<file path="config.mk">
export PLATFORM = sky130hd
export DESIGN_NAME = sc_lives_manager
export DESIGN_NICKNAME = d
export VERILOG_FILES = /design/src/rtl/sc_lives_manager.sv
export SDC_FILE = /design/constraint.sdc
export NUM_CORES = 1
export LEC_CHECK = 0
export BUFFER_PORTS_ARGS = -buffer_cell sky130_fd_sc_hd__buf_2
export CORE_MARGIN = 3
export CORE_UTILIZATION = 45
export DETAILED_ROUTE_END_ITERATION = 8
export PLACE_DENSITY = 0.64
export SKIP_CTS_REPAIR_TIMING = 1
export SLEW_MARGIN = 5
export SYNTH_ARGS = -nofsm -noshare
export SYNTH_HDL_FRONTEND = slang
export SYNTH_SLANG_ARGS = --single-unit
</file>
<file path="constraint.sdc">
create_clock -name SC_LIVES_MANAGER_CLOCK_50 -period 6.8 [get_ports SC_LIVES_MANAGER_CLOCK_50]
set_clock_uncertainty 0.15 [all_clocks]
set_input_delay 1.02 -clock SC_LIVES_MANAGER_CLOCK_50 [delete_from_list [all_inputs] [get_ports SC_LIVES_MANAGER_CLOCK_50]]
set_output_delay 1.02 -clock SC_LIVES_MANAGER_CLOCK_50 [all_outputs]
set_load 0.01 [all_outputs]
</file>
<file path="src/rtl/sc_lives_manager.sv">
// Lives tracker for the Frogger core: start/die/bonus edge events drive a small
// FSM that loads, decrements and saturates the life count and times a grace window.
//
// state | meaning
// IDLE  | waiting for the first start event, lives held at 0
// PLAY  | normal play, deaths and bonuses accepted
// GRACE | post-death invulnerability, timer counting down to 0
// OVER  | no lives left, waiting for a start event
module sc_lives_manager #(
    parameter int LIVES_DATAWIDTH = 3,
    parameter int LIVES_INIT      = 3,
    parameter int LIVES_MAX       = 7,
    parameter int GRACE_CYCLES    = 25000000,
    parameter int GRACE_WIDTH     = 25
) (
    input  logic                       SC_LIVES_MANAGER_CLOCK_50,
    input  logic                       SC_LIVES_MANAGER_RESET_InHigh,
    input  logic                       SC_LIVES_MANAGER_start_InLow,
    input  logic                       SC_LIVES_MANAGER_die_InLow,
    input  logic                       SC_LIVES_MANAGER_bonus_InLow,
    output logic [LIVES_DATAWIDTH-1:0] SC_LIVES_MANAGER_lives_Out,
    output logic [1:0]                 SC_LIVES_MANAGER_state_Out,
    output logic                       SC_LIVES_MANAGER_grace_OutHigh,
    output logic                       SC_LIVES_MANAGER_gameover_OutHigh,
    output logic                       SC_LIVES_MANAGER_lifelost_OutHigh
);

    typedef enum logic [1:0] {
        ST_IDLE  = 2'd0,
        ST_PLAY  = 2'd1,
        ST_GRACE = 2'd2,
        ST_OVER  = 2'd3
    } state_t;

    localparam logic [LIVES_DATAWIDTH-1:0] LIVES_INIT_C = LIVES_DATAWIDTH'(LIVES_INIT);
    localparam logic [LIVES_DATAWIDTH-1:0] LIVES_MAX_C  = LIVES_DATAWIDTH'(LIVES_MAX);
    localparam logic [LIVES_DATAWIDTH-1:0] LIVES_ONE_C  = LIVES_DATAWIDTH'(1);
    localparam logic [GRACE_WIDTH-1:0]     GRACE_LOAD_C = GRACE_WIDTH'(GRACE_CYCLES - 1);

    state_t                     state_q, state_d;
    logic [LIVES_DATAWIDTH-1:0] lives_q, lives_d;
    logic [GRACE_WIDTH-1:0]     timer_q, timer_d;
    logic                       lifelost_q, lifelost_d;
    logic                       start_prev_q, die_prev_q, bonus_prev_q;

    logic                       start_ev, die_ev, bonus_ev;
    logic [LIVES_DATAWIDTH-1:0] lives_inc;

    assign start_ev  = start_prev_q & ~SC_LIVES_MANAGER_start_InLow;
    assign die_ev    = die_prev_q   & ~SC_LIVES_MANAGER_die_InLow;
    assign bonus_ev  = bonus_prev_q & ~SC_LIVES_MANAGER_bonus_InLow;
    assign lives_inc = (lives_q >= LIVES_MAX_C) ? LIVES_MAX_C : lives_q + 1'b1;

    always_comb begin
        state_d    = state_q;
        lives_d    = lives_q;
        timer_d    = timer_q;
        lifelost_d = 1'b0;
        case (state_q)
            ST_IDLE: begin
                if (start_ev) begin
                    state_d = ST_PLAY;
                    lives_d = LIVES_INIT_C;
                end
            end
            ST_PLAY: begin
                if (die_ev) begin
                    lifelost_d = 1'b1;
                    // A simultaneous bonus refunds the life, so this path never reaches OVER.
                    if (bonus_ev) begin
                        state_d = ST_GRACE;
                        timer_d = GRACE_LOAD_C;
                    end else if (lives_q > LIVES_ONE_C) begin
                        lives_d = lives_q - 1'b1;
                        state_d = ST_GRACE;
                        timer_d = GRACE_LOAD_C;
                    end else begin
                        lives_d = '0;
                        state_d = ST_OVER;
                    end
                end else if (bonus_ev) begin
                    lives_d = lives_inc;
                end
            end
            ST_GRACE: begin
                if (bonus_ev) begin
                    lives_d = lives_inc;
                end
                if (timer_q == '0) begin
                    state_d = ST_PLAY;
                end else begin
                    timer_d = timer_q - 1'b1;
                end
            end
            ST_OVER: begin
                lives_d = '0;
                if (start_ev) begin
                    state_d = ST_PLAY;
                    lives_d = LIVES_INIT_C;
                end
            end
            default: begin
                state_d = ST_IDLE;
                lives_d = '0;
                timer_d = '0;
            end
        endcase
    end

    always_ff @(posedge SC_LIVES_MANAGER_CLOCK_50) begin
        if (SC_LIVES_MANAGER_RESET_InHigh) begin
            state_q      <= ST_IDLE;
            lives_q      <= '0;
            timer_q      <= '0;
            lifelost_q   <= 1'b0;
            start_prev_q <= 1'b1;
            die_prev_q   <= 1'b1;
            bonus_prev_q <= 1'b1;
        end else begin
            state_q      <= state_d;
            lives_q      <= lives_d;
            timer_q      <= timer_d;
            lifelost_q   <= lifelost_d;
            start_prev_q <= SC_LIVES_MANAGER_start_InLow;
            die_prev_q   <= SC_LIVES_MANAGER_die_InLow;
            bonus_prev_q <= SC_LIVES_MANAGER_bonus_InLow;
        end
    end

    assign SC_LIVES_MANAGER_lives_Out         = lives_q;
    assign SC_LIVES_MANAGER_state_Out         = state_q;
    assign SC_LIVES_MANAGER_grace_OutHigh     = (state_q == ST_GRACE);
    assign SC_LIVES_MANAGER_gameover_OutHigh  = (state_q == ST_OVER);
    assign SC_LIVES_MANAGER_lifelost_OutHigh  = lifelost_q;

endmodule
</file>
==> results.tsv, run 1 <==
stage	metric	value	unit
die	die area	5130	µm²
sta	fin crit period	2.81	ns
drt	Detailed Routing Iterations Pass 1	4	
critical_path	Reg2Reg Setup Slack	4.17	ns
critical_path	worst r2r dst	timer_q[23]$_SDFFE_PP0P_	
layout	final instance area	2100	µm²
synth	number of synthesized flops with an enable pin	0	
clock_network	clock latency on the worst-skew pair	0.28	ns
critical_path	reg2reg path depth	7	
pwr	worst vdd ir	0.308	mV
pwr	power share of the clock group	0.116	
sta	final setup fails	0	
drt	DR vias/cell	5.58	
synth	Seq cells post-synth	34	
die	Top Ports	13	
layout	antenna diode count	0	
layout	fillers	417	
global_routing	vias in the first global route	1504	
placed_design	Placer Congestion	0.903	
clock_network	root buffer cell	clkbuf_8	
drt	first-iteration detailed-routing DRC count	140	
critical_path	Worst path max stage delay	0.47	ns
synth	yosys warns	0	
layout	# nets final	253	
critical_path	RR Startpoint	SC_LIVES_MANAGER_state_Out[0]$_SDFFE_PP0P_	
synth	Main synth FF type	dfxtp_1	
placed_design	port bufs	12	
critical_path	worst-path maximum fanout	13	
sta	total negative slack	0	ns
pwr	sw power	0.000548	W
sta	Least-Margin Pin Slew	0.599	ns
clock_network	H-tree lvl count	2	
critical_path	crit path launch type	input pin	
sta	Final WS setup	3.99	ns
critical_path	Critical Path RT	6.79	ns
critical_path	critical path class	input pin to register	
global_routing	initial antenna violation count	0	
layout	Area Overhead vs Synth	8.39	%
synth	synthesized area per cell	8.54	µm²
pwr	Sw Share	0.457	
min_path	hold path depth	2	
drt	Routed Antenna Nets	0	
die	Die X	71.7	µm
sta	Fmax achieved	356	MHz
critical_path	critical-path cell list	buf_2 > and2b_2 > o31ai_1 > nand2_1 > nand4_1 > xor2_1 > a21oi_1	
run	Max Cap Viol	0	
pwr	overall power	0.00120	W
layout	Finished Layout Cells	287	
critical_path	CP Data Arrival Time	2.80	ns
min_path	Hold Crit Class	register to register	
sta	post-route clock period utilization	0.413	
clock_network	Clock Path Buffers	2	
sta	RSZ-0062 raised after global routing	no	
die	Die Y-Extent	71.7	µm
synth	post-synth cell types	47	
drt	Avg WL per Cell	13.8	µm
synth	Yosys top cell area share	0.351	
layout	share of layout cells above drive strength 1	0.165	
pwr	Pint	0.000650	W
critical_path	slowest CP cell	o31ai_1	
global_routing	Remaining Overflow, GRT	0	
placed_design	placed instance count	280	
synth	post-synthesis sequential area ratio	0.351	
die	initial core utilization	0.475	
die	total core area	4090	µm²
global_routing	All-Layer GR Usage	0.172	
synth	Async S/R FF share, synth	0	
synth	Synth area leaders	dfxtp_1 35%, ha_1 7.1%, xor2_1 6.8%, nor2_1 5.0%, a21oi_1 4.9%	
min_path	worst hold start	timer_q[15]$_SDFFE_PP0P_	
run_status	status	finished, final reports clean	
pwr	Flop pwr share	0.307	
pwr	Comb power frac	0.577	
sta	final hold violations	0	
placed_design	hpwl dp	2830	µm
pwr	Leak	0.859	nW
synth	cell area after synthesis	1940	µm²
synth	Synth area leader	dfxtp_1	
die	# rows	23	
drt	DRC	0	
drt	Routed Wire Length	3950	µm
clock_network	CTS clock-pin slew for the worst setup and hold paths	0.06	ns
min_path	worst hold endpoint	timer_q[15]$_SDFFE_PP0P_	
synth	syn_nets	243	
synth	cells after synthesis	227	
clock_network	clock sinks	34	
clock_network	Num CTS Buffers	5	
global_routing	largest net degree at the start of global routing	28	
global_routing	first-pass GRT wire length	7000	µm
sta	worst relative slew slack	0.601	
drt	via count	1602	
clock_network	CTS tree	yes	
placed_design	worst slack, placed	3.70	ns
critical_path	CP Capture Type	register	
sta	Final Max Slew Viols	0	
placed_design	Placement Cell Area	2030	µm²
pwr	Pwr Density	570	nW/µm²
logic make-up after synthesis:
kind of cell,synth area share
simple gates,0.297
compound gates,0.162
flops,0.351
buf+inv,0.0361
xor+xnor,0.0723
fa+ha+maj,0.0710
mux,0.0103
worst max-delay path by stage:
stage	depth (start not counted)	startpoint	endpoint
2_1_floorplan	6	SC_LIVES_MANAGER_bonus_InLow	timer_q[23]$_SDFFE_PP0P_
3_3_place_gp	7	SC_LIVES_MANAGER_bonus_InLow	timer_q[16]$_SDFFE_PP0P_
3_5_place_dp	7	SC_LIVES_MANAGER_bonus_InLow	timer_q[16]$_SDFFE_PP0P_
4_1_cts	7	SC_LIVES_MANAGER_bonus_InLow	timer_q[16]$_SDFFE_PP0P_
5_1_grt	7	SC_LIVES_MANAGER_bonus_InLow	timer_q[22]$_SDFFE_PP0P_
6_report	7	SC_LIVES_MANAGER_bonus_InLow	timer_q[16]$_SDFFE_PP0P_
layer usage:
| metal | global-route usage | vias to the layer above | part of all wire |
|---|---|---|---|
| met5 | 0 | - | 0 |
| met4 | 0.0689 | 0 | 0.017 |
| met3 | 0.0421 | 7 | 0.026 |
| met2 | 0.255 | 15 | 0.43 |
| met1 | 0.240 | 740 | 0.53 |
| li1 | - | 840 | - |
layout by cell type (no fill, tap or decap), types with 2 or more instances in the layout:
| cell type | n |
|---|---|
| dfxtp_1 | 34 |
| nor2_1 | 26 |
| a21oi_1 | 19 |
| xor2_1 | 15 |
| buf_2 | 12 |
| ha_1 | 11 |
| nor3_1 | 10 |
| inv_1 | 9 |
| nand3_1 | 9 |
| o21ai_0 | 7 |
| nand2_1 | 6 |
| nand4_1 | 6 |
| or2_2 | 6 |
| or3_1 | 5 |
| o31ai_1 | 5 |
| nor4_1 | 5 |
| clkbuf_8 | 5 |
| nand2b_1 | 4 |
| a211oi_1 | 4 |
| or4_1 | 3 |
| a31oi_1 | 3 |
| and2b_2 | 2 |
| and3b_2 | 2 |
| and3_2 | 2 |
| and3_1 | 2 |
| mux2i_1 | 2 |
| or4_2 | 2 |
| clkbuf_1 | 2 |
power by group through the flow:
stage	clock network (W)	logic [W]	registers, W
3_5_place_dp	0	0.000692	0.000371
6_report	0.000139	0.000691	0.000368
4_1_cts	0.000145	0.000696	0.000368
2_1_floorplan	0	0.000568	0.000353
5_1_grt	0.000154	0.000794	0.000384
3_3_place_gp	0	0.000689	0.000371
worst max-delay path, delay by kind of cell:
kind	cells	cell delay (ns)
AO/OA/AOI/OAI	2	0.55
XOR/XNOR	1	0.17
buffers and inverters	1	0.09
AND/OR/NAND/NOR	3	0.97
stage by stage:
step | utilization | hold WS, ns
floorplan | - | 0.300
global placement | 0.496 | 0.310
detailed placement | 0.496 | 0.320
CTS | 0.514 | 0.335
global route | 0.514 | 0.363
finish | 0.514 | 0.336
layout make-up:
class / instances / area, µm² / area share
Multi-Input combinational cell: 175 / 1190 / 0.565
Sequential cell: 34 / 681 / 0.324
Clock buffer: 7 / 76.3 / 0.0363
Tap cell: 50 / 62.6 / 0.0298
Timing Repair Buffer: 12 / 60.1 / 0.0286
Inverter: 9 / 33.8 / 0.0161
registers in the layout (all words and copies together) (netlist names):
register / count
SC_LIVES_MANAGER_lifelost_OutHigh: 1
start_prev_q: 1
timer_q: 25
SC_LIVES_MANAGER_lives_Out: 3
die_prev_q: 1
SC_LIVES_MANAGER_state_Out: 2
bonus_prev_q: 1
Yosys cell counts (all sizes together) (2+ instances only):
master   number
or3           6
a21oi        19
and3b         3
xor2         15
dfxtp        34
nor2         26
and2b         2
clkbuf        8
a2111oi       2
a211oi        4
or4           5
o21ai         7
nand2b        4
nor3         11
inv           9
or2           6
ha           11
nand3        10
nand2         6
a31oi         3
o31ai         5
and3          4
mux2i         2
nand4         7
nor4          5
Power figures use the tool's default switching activity.
==> inputs of run 2 (changes only) <==
--- a/config.mk
+++ b/config.mk
@@ -9,7 +9,7 @@
 export CORE_MARGIN = 3
 export CORE_UTILIZATION = 45
 export DETAILED_ROUTE_END_ITERATION = 8
-export PLACE_DENSITY = 0.64
+export PLACE_DENSITY = 0.67
 export SKIP_CTS_REPAIR_TIMING = 1
 export SLEW_MARGIN = 5
 export SYNTH_ARGS = -nofsm -noshare
==> constraint.sdc (replaced) <==
create_clock -name SC_LIVES_MANAGER_CLOCK_50 -period 2.4 [get_ports SC_LIVES_MANAGER_CLOCK_50]
set_clock_uncertainty 0.15 [all_clocks]
set_input_delay 0.36 -clock SC_LIVES_MANAGER_CLOCK_50 [delete_from_list [all_inputs] [get_ports SC_LIVES_MANAGER_CLOCK_50]]
set_output_delay 0.36 -clock SC_LIVES_MANAGER_CLOCK_50 [all_outputs]
set_load 0.01 [all_outputs]
==> results.tsv, run 2 (synthesis results as in run 1) <==
stage	metric	value	unit	change
layout	antenna diode count	0		unchanged
pwr	Pwr Density	1650	nW/µm²	+190%
placed_design	hpwl dp	3060	µm	+8.3%
pwr	overall power	0.00375	W	+210%
pwr	worst vdd ir	0.853	mV	+180%
global_routing	All-Layer GR Usage	0.175		+0.00243
run	Max Cap Viol	0		unchanged
pwr	Leak	0.946	nW	+10%
sta	post-route clock period utilization	0.954		
drt	Avg WL per Cell	13.7	µm	-0.53%
pwr	sw power	0.00165	W	+200%
pwr	Flop pwr share	0.274		-0.033
sta	Fmax achieved	437	MHz	
global_routing	first-pass GRT wire length	7090	µm	+1.3%
clock_network	clock sinks	34		unchanged
sta	Final Max Slew Viols	0		unchanged
pwr	Pint	0.00210	W	+220%
sta	final setup fails	0		unchanged
drt	via count	1696		+5.9%
die	initial core utilization	0.475		unchanged
critical_path	CP Capture Type	register		
clock_network	Num CTS Buffers	5		unchanged
drt	DR vias/cell	5.58		about the same
drt	Routed Antenna Nets	0		unchanged
sta	RSZ-0062 raised after global routing	yes		
layout	Reg with most FFs	timer_q		
die	Die Y-Extent	71.7	µm	unchanged
pwr	Sw Share	0.440		-0.0177
critical_path	Critical path buffers and inverters	2		+1
clock_network	clock latency on the worst-skew pair	0.29	ns	about the same
clock_network	CTS clock-pin slew for the worst setup and hold paths	0.07	ns	about the same
critical_path	CP top delay family	compound AO/OA/AOI/OAI gates		
critical_path	CP Depth	9		+2
global_routing	largest net degree at the start of global routing	28		unchanged
layout	max reg flops	25		unchanged
layout	most common cell after layout, fill and taps aside	dfxtp_1		
global_routing	Remaining Overflow, GRT	0		unchanged
critical_path	critical path class	register to register		
drt	first-iteration detailed-routing DRC count	131		-6.4%
layout	Util after Layout	0.555		+0.0407
critical_path	worst r2r dst	timer_q[15]$_SDFFE_PP0P_		
layout	Area Overhead vs Synth	17.0	%	
die	# rows	23		unchanged
global_routing	vias in the first global route	1548		+2.9%
critical_path	crit path launch type	register		
layout	most frequent cells in the layout	32 x dfxtp_1, 26 x nor2_1, 19 x a21oi_1		
die	total core area	4090	µm²	unchanged
critical_path	RR Startpoint	SC_LIVES_MANAGER_lives_Out[1]$_SDFFE_PP0P_		
clock_network	Clock Path Buffers	2		unchanged
clock_network	root buffer cell	clkbuf_8		
pwr	Comb power frac	0.610		+0.033
clock_network	CTS tree	yes		
critical_path	reg2reg path depth	9		+2
die	Top Ports	13		unchanged
sta	worst relative slew slack	0.664		+0.0628
layout	# nets final	269		+6.3%
drt	DRC	0		unchanged
min_path	hold path depth	2		unchanged
critical_path	Worst path max stage delay	0.43	ns	-0.04 ns
drt	Detailed Routing Iterations Pass 1	4		unchanged
sta	total negative slack	0	ns	unchanged
drt	Routed Wire Length	4170	µm	+5.4%
placed_design	Placer Congestion	0.917		+1.6%
critical_path	Critical Path RT	2.47	ns	-4.32 ns
sta	fin crit period	2.29	ns	
sta	Least-Margin Pin Slew	0.499	ns	-0.0995 ns
clock_network	H-tree lvl count	2		unchanged
placed_design	port bufs	12		unchanged
critical_path	slowest CP cell	a2111oi_4		
critical_path	Reg2Reg Setup Slack	0.11	ns	-4.06 ns
min_path	worst hold start	SC_LIVES_MANAGER_bonus_InLow		
die	die area	5130	µm²	unchanged
min_path	worst hold endpoint	bonus_prev_q$_SDFF_PP1_		
min_path	Hold Crit Class	input pin to register		
pwr	power share of the clock group	0.117		about the same
critical_path	CP Data Arrival Time	2.36	ns	-0.44 ns
global_routing	initial antenna violation count	0		unchanged
die	Die X	71.7	µm	unchanged
critical_path	critical-path cell list	inv_1 > ha_1 > o21ba_2 > o31ai_2 > a2111oi_4 > buf_4 > nand2_2 > or2_2 > a21oi_1		
run_status	status	finished, final reports clean		
sta	final hold violations	0		unchanged
layout	share of layout cells above drive strength 1	0.256		+0.0913
critical_path	worst-path maximum fanout	7		-6
run 2: through the flow:
stage | cells | instance area [µm²] | hold slack, ns | worst slack [ns]
global placement | 296 | 2150 | 0.320 | 0.0925
floorplan | 227 | 1940 | 0.300 | 0.00507
CTS | 304 | 2240 | 0.114 | 0.00273
global route | 304 | 2270 | 0.140 | -0.0123
detailed placement | 296 | 2150 | 0.323 | 0.0164
finish | 304 | 2270 | 0.120 | 0.110
run 2: layer usage:
layer | part of all wire | global-route usage
met1 | 0.52 | 0.250
met2 | 0.43 | 0.245
met3 | 0.036 | 0.0435
met4 | 0.017 | 0.0814
met5 | 0 | 0
run 2: how the worst max path moves through the flow:
stage / start / to / slack (ns)
floorplan: SC_LIVES_MANAGER_state_Out[1]$_SDFFE_PP0P_ / timer_q[23]$_SDFFE_PP0P_ / 0.005
global placement: SC_LIVES_MANAGER_state_Out[1]$_SDFFE_PP0P_ / timer_q[23]$_SDFFE_PP0P_ / 0.09
detailed placement: SC_LIVES_MANAGER_state_Out[1]$_SDFFE_PP0P_ / timer_q[15]$_SDFFE_PP0P_ / 0.02
CTS: SC_LIVES_MANAGER_state_Out[1]$_SDFFE_PP0P_ / timer_q[23]$_SDFFE_PP0P_ / 0.003
global route: SC_LIVES_MANAGER_state_Out[0]$_SDFFE_PP0P_ / timer_q[10]$_SDFFE_PP0P_ / -0.01
finish: SC_LIVES_MANAGER_lives_Out[1]$_SDFFE_PP0P_ / timer_q[15]$_SDFFE_PP0P_ / 0.11
run 2: power groups by stage:
stage	Sequential [W]	Combinational [W]	Clock, W
after floorplan	0.00100	0.00161	0
after global placement	0.00101	0.00222	0
after detailed placement	0.00102	0.00223	0
after CTS	0.00101	0.00225	0.000449
after global routing	0.00106	0.00256	0.000476
final	0.00103	0.00229	0.000438
run 2: layout make-up:
cell class                 count  area [µm²]
inverter                       9        33.8
timing repair buffer          28         180
fill                         390        1820
sequential                    34         686
clock inverter                 1        5.00
tap                           50        62.6
clock buffer                   7        86.3
multi-input combinational    175        1210
==> inputs of run 3 (changes only) <==
--- a/config.mk
+++ b/config.mk
@@ -9,7 +9,8 @@
 export CORE_MARGIN = 3
 export CORE_UTILIZATION = 45
 export DETAILED_ROUTE_END_ITERATION = 8
-export PLACE_DENSITY = 0.67
+export HOLD_SLACK_MARGIN = 0.12
+export PLACE_DENSITY = 0.64
 export SKIP_CTS_REPAIR_TIMING = 1
 export SLEW_MARGIN = 5
 export SYNTH_ARGS = -nofsm -noshare
==> constraint.sdc (replaced) <==
create_clock -name SC_LIVES_MANAGER_CLOCK_50 -period 2.27 [get_ports SC_LIVES_MANAGER_CLOCK_50]
set_clock_uncertainty 0.15 [all_clocks]
set_input_delay 0.3405 -clock SC_LIVES_MANAGER_CLOCK_50 [delete_from_list [all_inputs] [get_ports SC_LIVES_MANAGER_CLOCK_50]]
set_output_delay 0.3405 -clock SC_LIVES_MANAGER_CLOCK_50 [all_outputs]
set_load 0.01 [all_outputs]
==> results.tsv, run 3 (synthesis results as in run 1) <==
stage	metric	value	unit	change
run_status	status	finished, final reports clean		
global_routing	first-pass GRT wire length	7380	µm	+4.2%
critical_path	critical path class	register to register		
drt	via count	1739		+2.5%
clock_network	clock sinks	34		unchanged
die	initial core utilization	0.475		unchanged
pwr	Pwr Density	1720	nW/µm²	+4.0%
pwr	worst vdd ir	1.03	mV	+20%
critical_path	slowest CP cell	a2111oi_4		
global_routing	largest net degree at the start of global routing	28		unchanged
clock_network	H-tree lvl count	2		unchanged
layout	most common cell after layout, fill and taps aside	dfxtp_1		
drt	DR vias/cell	5.49		-1.7%
clock_network	Num CTS Buffers	5		unchanged
drt	Avg WL per Cell	13.5	µm	-1.4%
global_routing	Remaining Overflow, GRT	0		unchanged
sta	worst relative slew slack	0.666		+0.00287
placed_design	port bufs	12		unchanged
clock_network	clock latency on the worst-skew pair	0.29	ns	about the same
sta	worst hold slack	0.112	ns	-0.00870 ns
critical_path	CP Data Arrival Time	2.28	ns	-0.08 ns
global_routing	All-Layer GR Usage	0.181		+0.00608
drt	first-iteration detailed-routing DRC count	134		+2.3%
sta	Least-Margin Pin Slew	0.500	ns	+0.000975 ns
clock_network	Clock Path Buffers	2		unchanged
placed_design	Placer Congestion	0.886		-3.4%
die	die area	5130	µm²	unchanged
layout	# nets final	283		+5.2%
die	# rows	23		unchanged
pwr	Leak	1.00	nW	+6.0%
clock_network	CTS clock-pin slew for the worst setup and hold paths	0.07	ns	about the same
critical_path	crit path launch type	register		
sta	Fmax achieved	452	MHz	+3.5%
layout	share of layout cells above drive strength 1	0.292		+0.0362
clock_network	CTS tree	yes		
die	Top Ports	13		unchanged
layout	most frequent cells in the layout	30 x dfxtp_1, 29 x buf_4, 26 x nor2_1		
layout	Reg with most FFs	timer_q		
critical_path	Worst path max stage delay	0.42	ns	about the same
layout	antenna diode count	0		unchanged
layout	Area Overhead vs Synth	23.1	%	
layout	Multi-input gate area	1240	µm²	+2.0%
sta	Final Max Slew Viols	0		unchanged
critical_path	Critical path buffers and inverters	1		-1
critical_path	CP Capture Type	register		
drt	DRC	0		unchanged
critical_path	Critical Path RT	2.34	ns	-0.13 ns
sta	fin crit period	2.21	ns	-0.0769 ns
global_routing	initial antenna violation count	0		unchanged
die	total core area	4090	µm²	unchanged
critical_path	worst-path maximum fanout	6		-1
sta	total negative slack	0	ns	unchanged
run	Max Cap Viol	0		unchanged
global_routing	vias in the first global route	1613		+4.2%
clock_network	root buffer cell	clkbuf_8		
placed_design	Placement Cell Area	2240	µm²	+4.3%
drt	Routed Wire Length	4280	µm	+2.8%
critical_path	CP top delay family	simple AND/OR/NAND/NOR gates		
sta	RSZ-0062 raised after global routing	yes		
critical_path	critical-path cell list	inv_2 > ha_4 > or2b_4 > a2111oi_4 > nand3_2 > or4_1 > a21oi_1		
drt	Routed Antenna Nets	0		unchanged
sta	final setup fails	0		unchanged
layout	register area	688	µm²	+0.36%
placed_design	hpwl dp	3140	µm	+2.4%
layout	fillers	365		-6.4%
die	Die X	71.7	µm	unchanged
min_path	Hold Crit Class	input pin to register		
sta	final hold violations	0		unchanged
die	Die Y-Extent	71.7	µm	unchanged
layout	max reg flops	25		unchanged
drt	Detailed Routing Iterations Pass 1	4		unchanged
sta	post-route clock period utilization	0.975		+0.0208
layout	final instance area	2390	µm²	+5.2%
[run 3: changes by cell type in the layout (fill, tap and decap cells not counted), sizes merged]
| cell | change |
|---|---|
| buf | +13 |
| clkinv | -1 |
| dlygate4sd3 | +1 |
[run 3: area by class of cell]
cell class,instances,area share
repair buffers,42,0.121
multi-input cells,175,0.519
inverters,9,0.0142
well taps,50,0.0262
clock buffers,7,0.0320
flip-flops and latches,34,0.288
[run 3: where the power goes]
part | internal [W] | total, W | switching [W]
Combinational | 0.00124 | 0.00262 | 0.00138
Clock | 0.000211 | 0.000416 | 0.000205
Sequential | 0.000843 | 0.00107 | 0.000227
Total | 0.00229 | 0.00410 | 0.00181
[run 3: worst reg2reg max path, delay by kind of cell (launching register included)]
family / cells / cell delay, ns
DFF: 1 / 0.35
and+or+nand+nor: 3 / 0.87
AOI/OAI and AO/OA: 2 / 0.54
adders and majority gates: 1 / 0.15
buffers and inverters: 1 / 0.08
[run 3: path summary, 6_finish.rpt]
path,startpoint,endpoint,slack (ns),cells after the start
max,SC_LIVES_MANAGER_state_Out[0]$_SDFFE_PP0P_,timer_q[23]$_SDFFE_PP0P_,0.06,7
min,SC_LIVES_MANAGER_start_InLow,start_prev_q$_SDFF_PP1_,0.11,2
max reg2reg,SC_LIVES_MANAGER_state_Out[0]$_SDFFE_PP0P_,timer_q[23]$_SDFFE_PP0P_,0.06,7
min reg2reg,timer_q[0]$_SDFFE_PP0P_,timer_q[0]$_SDFFE_PP0P_,0.31,1
[run 3: through the flow]
step                power, W  worst slack, ns  cells  utilization
floorplan            0.00280           0.0224    227            -
global placement     0.00352           0.0291    304        0.549
detailed placement   0.00352          0.00786    304        0.549
CTS                  0.00396          -0.0166    311        0.567
global route         0.00448          -0.0504    317        0.584
finish               0.00410           0.0568    317        0.584
[run 3: routing by layer]
metal	global-route usage	share of wire	up-vias	wire length, µm
met2	0.257	0.43	27	1850
met4	0.0668	0.017	0	72
met5	0	0	-	0
li1	-	-	905	-
met1	0.256	0.52	800	2210
met3	0.0561	0.035	7	151
